===== config.mk =====
export PLATFORM = sky130hd
export DESIGN_NAME = data_mem_bist
export DESIGN_NICKNAME = d
export VERILOG_FILES = /design/src/rtl/data_mem_bist_pkg.sv /design/src/rtl/data_mem_bist_addr_gen.sv /design/src/rtl/data_mem_bist.sv
export SDC_FILE = /design/constraint.sdc
export NUM_CORES = 1
export LEC_CHECK = 0
export ABC_AREA = 1
export BUFFER_PORTS_ARGS = -buffer_cell sky130_fd_sc_hd__buf_2
export CAP_MARGIN = 20
export CORE_MARGIN = 1.5
export CORE_UTILIZATION = 47
export DETAILED_ROUTE_END_ITERATION = 12
export PLACE_DENSITY = 0.69
export SLEW_MARGIN = 20
export SYNTH_ARGS = -nofsm -noshare
export SYNTH_HDL_FRONTEND = slang
export SYNTH_SLANG_ARGS = --single-unit

===== constraint.sdc =====
create_clock -name clk -period 4.8 [get_ports clk]
set_clock_uncertainty 0.1 [all_clocks]
set_input_delay 0.96 -clock clk [delete_from_list [all_inputs] [get_ports clk]]
set_output_delay 0.96 -clock clk [all_outputs]
set_load 0.03 [all_outputs]

===== src/rtl/data_mem_bist_pkg.sv =====
// Shared types for the data memory march self-test.
// States, word type and the per-address data generator.
package data_mem_bist_pkg;

  localparam int DW = 16;

  typedef logic [DW-1:0] word_t;

  typedef enum logic [2:0] {
    S_IDLE = 3'd0,
    S_WR_P = 3'd1,
    S_RD_P = 3'd2,
    S_WR_N = 3'd3,
    S_RD_N = 3'd4,
    S_DONE = 3'd5
  } bist_state_t;

  localparam word_t ERR_MAX = '1;

  function automatic word_t gen_word(
    input word_t pattern,
    input word_t addr,
    input logic  inv
  );
    return (pattern ^ addr) ^ {DW{inv}};
  endfunction

endpackage


===== src/rtl/data_mem_bist_addr_gen.sv =====
// Loadable up/down word address counter for the march.
// last flags the final word of the current phase.
module data_mem_bist_addr_gen
  import data_mem_bist_pkg::*;
(
  input  logic  clk,
  input  logic  rst_n,
  input  logic  load,
  input  word_t load_val,
  input  logic  inc,
  input  logic  dec,
  input  word_t stop_val,
  output word_t addr,
  output logic  last
);

  always_ff @(posedge clk or negedge rst_n) begin
    if (!rst_n) begin
      addr <= '0;
    end else if (load) begin
      addr <= load_val;
    end else if (inc) begin
      addr <= addr + 16'd1;
    end else if (dec) begin
      addr <= addr - 16'd1;
    end
  end

  assign last = (addr == stop_val);

endmodule


===== src/rtl/data_mem_bist.sv =====
// March self-test initiator for Data_Memory:
// write P, read P, write ~P, read ~P (descending).
module data_mem_bist
  import data_mem_bist_pkg::*;
#(
  parameter word_t BASE    = 16'h0000,
  parameter int    DEPTH   = 256,
  parameter word_t PATTERN = 16'hF0F0
) (
  input  logic        clk,
  input  logic        rst_n,
  input  logic        start,
  input  logic        abort,
  output logic        busy,
  output logic        done,
  output logic        pass,
  output logic [15:0] err_count,
  output logic [15:0] first_fail_addr,
  output logic [15:0] first_fail_data,
  output logic [15:0] address,
  output logic [15:0] write_data,
  output logic        MemWrite,
  output logic        MemRead,
  input  logic [15:0] read_data_mem
);

  localparam word_t LAST_ADDR = BASE + word_t'(DEPTH - 1);

  bist_state_t state;
  logic  rd_second;
  word_t addr;
  logic  last;
  logic  ag_load;
  logic  ag_inc;
  logic  ag_dec;
  word_t ag_load_val;
  word_t ag_stop;
  logic  inv;
  logic  is_wr;
  logic  is_rd;
  logic  kill;
  logic  step;
  logic  cmp;
  word_t exp_word;

  assign is_wr = (state == S_WR_P) || (state == S_WR_N);
  assign is_rd = (state == S_RD_P) || (state == S_RD_N);
  assign inv   = (state == S_WR_N) || (state == S_RD_N);
  assign kill  = abort && (state != S_IDLE);
  assign step  = !kill && (is_wr || (is_rd && rd_second));
  assign cmp   = is_rd && rd_second && !abort;

  assign exp_word   = gen_word(PATTERN, addr, inv);
  assign address    = addr;
  assign write_data = MemWrite ? exp_word : '0;

  always_comb begin
    ag_load     = 1'b0;
    ag_load_val = BASE;
    ag_inc      = 1'b0;
    ag_dec      = 1'b0;
    ag_stop     = (state == S_RD_N) ? BASE : LAST_ADDR;
    if (state == S_IDLE && start) begin
      ag_load = 1'b1;
    end else if (step) begin
      if (last) begin
        ag_load = 1'b1;
        if (state == S_WR_N) ag_load_val = LAST_ADDR;
      end else if (state == S_RD_N) begin
        ag_dec = 1'b1;
      end else begin
        ag_inc = 1'b1;
      end
    end
  end

  data_mem_bist_addr_gen u_addr_gen (
    .clk      (clk),
    .rst_n    (rst_n),
    .load     (ag_load),
    .load_val (ag_load_val),
    .inc      (ag_inc),
    .dec      (ag_dec),
    .stop_val (ag_stop),
    .addr     (addr),
    .last     (last)
  );

  always_ff @(posedge clk or negedge rst_n) begin
    if (!rst_n) begin
      state           <= S_IDLE;
      rd_second       <= 1'b0;
      busy            <= 1'b0;
      done            <= 1'b0;
      pass            <= 1'b0;
      err_count       <= '0;
      first_fail_addr <= '0;
      first_fail_data <= '0;
      MemWrite        <= 1'b0;
      MemRead         <= 1'b0;
    end else if (kill) begin
      state     <= S_IDLE;
      rd_second <= 1'b0;
      busy      <= 1'b0;
      MemWrite  <= 1'b0;
      MemRead   <= 1'b0;
    end else begin
      if (cmp && (read_data_mem != exp_word)) begin
        if (err_count != ERR_MAX) err_count <= err_count + 16'd1;
        if (err_count == '0) begin
          first_fail_addr <= addr;
          first_fail_data <= read_data_mem;
        end
      end
      unique case (state)
        S_IDLE: begin
          if (start) begin
            state           <= S_WR_P;
            rd_second       <= 1'b0;
            busy            <= 1'b1;
            done            <= 1'b0;
            pass            <= 1'b0;
            err_count       <= '0;
            first_fail_addr <= '0;
            first_fail_data <= '0;
            MemWrite        <= 1'b1;
            MemRead         <= 1'b0;
          end
        end
        S_WR_P, S_WR_N: begin
          if (last) begin
            state    <= (state == S_WR_P) ? S_RD_P : S_RD_N;
            MemWrite <= 1'b0;
            MemRead  <= 1'b1;
          end
        end
        S_RD_P, S_RD_N: begin
          rd_second <= !rd_second;
          if (rd_second && last) begin
            MemRead <= 1'b0;
            if (state == S_RD_P) begin
              state    <= S_WR_N;
              MemWrite <= 1'b1;
            end else begin
              state <= S_DONE;
            end
          end
        end
        // final error count settles here before pass is latched
        S_DONE: begin
          state <= S_IDLE;
          busy  <= 1'b0;
          done  <= 1'b1;
          pass  <= (err_count == '0);
        end
        default: state <= S_IDLE;
      endcase
    end
  end

endmodule


==> reports/summary.txt <==
Run status - complete, no violations
Most common cell in the netlist - nand2_1
Cell types occupying the most area after synthesis - dfrtp_1, nand2_1, nand3_1, a21oi_1, inv_1
Clock share of power - 11.6%
Final worst-path cycle share - 82.4%
CP max FO - 26
WL/cell - 15.0 um
Remaining antenna violation count after routing - 0
PortBufs - 104
Required arrival time at the worst endpoint - 4.91 ns
Routed wire length - 16900 um
Per-instance average area after synthesis - 6.38 sq um
Max capacitance violation total - 0
Full die area - 12800 sq um
Arr. time, crit path - 4.07 ns
Number of pins with negative max-slew slack in the final report - 0
I/O pin count - 105
Clock transition time at the flip-flop clock pins of the worst setup and hold paths - 0.05 ns
Setup Total Neg Slack - 0 ns
Total via count in the routed design - 6127
Number of setup buffers added after CTS - 0
First-pass DRT Iterations - 6
Floorplan die width - 113 um
Fraction of power consumed by combinational cells - 69.6%
Final setup margin - 0.846 ns
Internal portion of total power - 2.55 mW
CTS tree - yes
Remaining global-route overflow - 0
Leakage power - 3.62 nW
Switching part of the total power - 56.2%
Number of placement rows - 40
Synthesized cell area - 5710 sq um
Area Growth Syn to Fin - 15.2%
Type of the setup path with the least slack - register to register
Area fraction of the dominant cell type after synthesis - 32.0%
Library cell occupying the most area in the post-synthesis netlist - dfrtp_1
Count of flip-flops with a built-in enable after synthesis - 0
Part of the Yosys area used for sequential elements - 32.0%
Number of instances in the synthesized netlist - 895
Global-route wire length before repair - 27500 um
Number of gates resized after CTS - 0
Ys flop type - dfrtp_1
Violation count after the first detailed-route iteration - 491
Period minus WS final - 3.95 ns
Fraction of the core area covered by cells at the end of the flow - 55.2%
Post-synthesis net count - 933
Largest net degree at the start of global routing - 74
Layout net count - 1013
Layout cell share with drive strength beyond 1 - 13.9%
Place WS - 0.691 ns
Library cell used as clock root buffer - clkbuf_16
Final Wtd Congestion - 0.913
Crit start category - register
Total of hold buffers inserted after clock tree synthesis - 0
Detailed-route DRC error count - 0
Sequential fraction of design power - 18.8%
Core Box Area - 11900 sq um
Overall track demand over capacity in global routing - 26.7%
Source-to-sink clock delay at the later pin of the worst-skew pair - 0.34 ns
RSZ-0062 raised after global routing - false
Max-slew headroom - 36.6%
Post-DP HPWL - 11800 um
Buffer levels on the longest clock path - 2
Post-synthesis sequential element count - 73
IR drop worst, VDD - 476 uV
Total of warnings raised by yosys - 0
Fraction of registers with async set/reset - 100%
Num CTS Buffers - 9
Number of antenna violations at the first check in global routing - 0
Starting density of the core - 47.9%
Most instantiated cells after synthesis - nand2_1, nand3_1, inv_1
Number of filler cells placed in the layout - 1218
Kind of end point of the critical path - register
Die span in y - 113 um
Total number of H-tree levels - 3
Switching component of the power - 3.27 mW
Post-synth cell types - 39
Power per unit of standard cell area - 886 nW/um^2
Post-detailed-route via-to-cell ratio - 5.45
Via count of the first global-routing pass - 5294
Fmax - 253 MHz
Clock sink count - 73
Count of final hold-check violations - 0
Class of the worst hold path - register to register
Slew at the pin with the worst max-slew slack - 0.951 ns
Number of setup violations in the final report - 0
# diodes - 0
## critical path, stage by stage (launching register included)
cell     delay [ns]
dfrtp_1        0.51
nor2_2         0.08
nand2_4        0.24
nand2_1        0.16
nand3_1        0.11
inv_2          0.04
nor2_1         0.19
inv_1          0.08
nand2_1        0.18
inv_1          0.12
nand2_1        0.22
inv_1          0.11
fa_1           0.40
nor3_1         0.19
nor3_1         0.09
or2_2          0.28
o21ai_0        0.34
nand2_1        0.12
nand2_1        0.08
nand2_1        0.05
nand3_1        0.06
o21ai_0        0.08
## sequential cells by signal (all words and copies together) (netlist names)
signal,flops
rd_second,1
first_fail_addr,16
u_addr_gen.addr,16
MemRead,1
done,1
pass,1
first_fail_data,16
state,3
MemWrite,1
err_count,16
busy,1
## worst paths after layout
path	start	to	slack, ns	cells past startpoint
min in group asynchronous	rst_n	err_count[3]$_DFFE_PN0P_	0.65	1
max	state[1]$_DFFE_PN0P_	u_addr_gen.addr[12]$_DFFE_PN0P_	0.85	21
max in group asynchronous	rst_n	first_fail_data[13]$_DFFE_PN0P_	3.31	1
max reg2reg	state[1]$_DFFE_PN0P_	u_addr_gen.addr[12]$_DFFE_PN0P_	0.85	21
min reg2reg	pass$_DFFE_PN0P_	pass$_DFFE_PN0P_	0.38	2
min	pass$_DFFE_PN0P_	pass$_DFFE_PN0P_	0.38	2
## final cells by class
cell class                 count  area [sq um]  area share (%)
tap                          147           184            2.80
sequential                    73          1830            27.8
multi-input combinational    668          3270            49.7
timing repair buffer         110           588            8.94
clock inverter                 3          42.5           0.647
clock buffer                  11           243            3.69
inverter                     113           424            6.45
## power groups by stage
| stage | clock network [mW] | registers, mW | logic [mW] |
|---|---|---|---|
| after global placement | 0 | 1.10 | 3.94 |
| final | 0.675 | 1.10 | 4.05 |
| after detailed placement | 0 | 1.10 | 4.02 |
| after global routing | 0.710 | 1.13 | 4.59 |
| after floorplan | 0 | 1.39 | 2.72 |
| after CTS | 0.680 | 1.09 | 4.05 |
## per-stage QoR
step,cell area [sq um],power (mW),hold WS [ns],cells
2_1_floorplan,5710,4.11,0.380,895
3_3_place_gp,6260,5.03,0.363,1110
3_5_place_dp,6290,5.12,0.374,1111
4_1_cts,6580,5.81,0.387,1125
5_1_grt,6580,6.43,0.419,1125
6_report,6580,5.82,0.383,1125
## logic make-up (layout without fill, tap and decap cells)
kind of cell	count (synthesis)	in the layout	share of synthesized area, %
buffers and inverters	154	237	10.9
AOI/OAI and AO/OA	165	165	15.4
and+or+nand+nor	474	474	35.9
DFF	73	73	32.0
xor gates and xnor gates	11	11	1.69
adders and majority gates	18	18	4.08
## layer usage
metal | vias up | GRT usage [%] | routed length, um
met5 | - | 0 | 0
met4 | 0 | 7.25 | 280
met3 | 21 | 4.71 | 998
met2 | 180 | 41.1 | 7660
met1 | 2843 | 38.8 | 7960
li1 | 3083 | - | -
## cells in the final DEF (no fill, tap or decap), types with 2 or more instances in the layout
cell	count
o21bai_1	4
clkbuf_16	9
buf_2	103
xnor2_1	5
nand3_1	115
nor3_1	11
o21ai_0	50
dfrtp_1	73
nand2_1	272
nand4_1	16
or2_2	3
buf_4	6
inv_1	109
a21oi_1	93
nor4_1	4
inv_2	2
xor2_1	6
o22ai_1	4
ha_1	17
nand3b_1	4
a22oi_1	3
nand2_4	2
clkinv_1	2
o31ai_1	4
nor2_1	41
(Power assumes the default switching activity.)
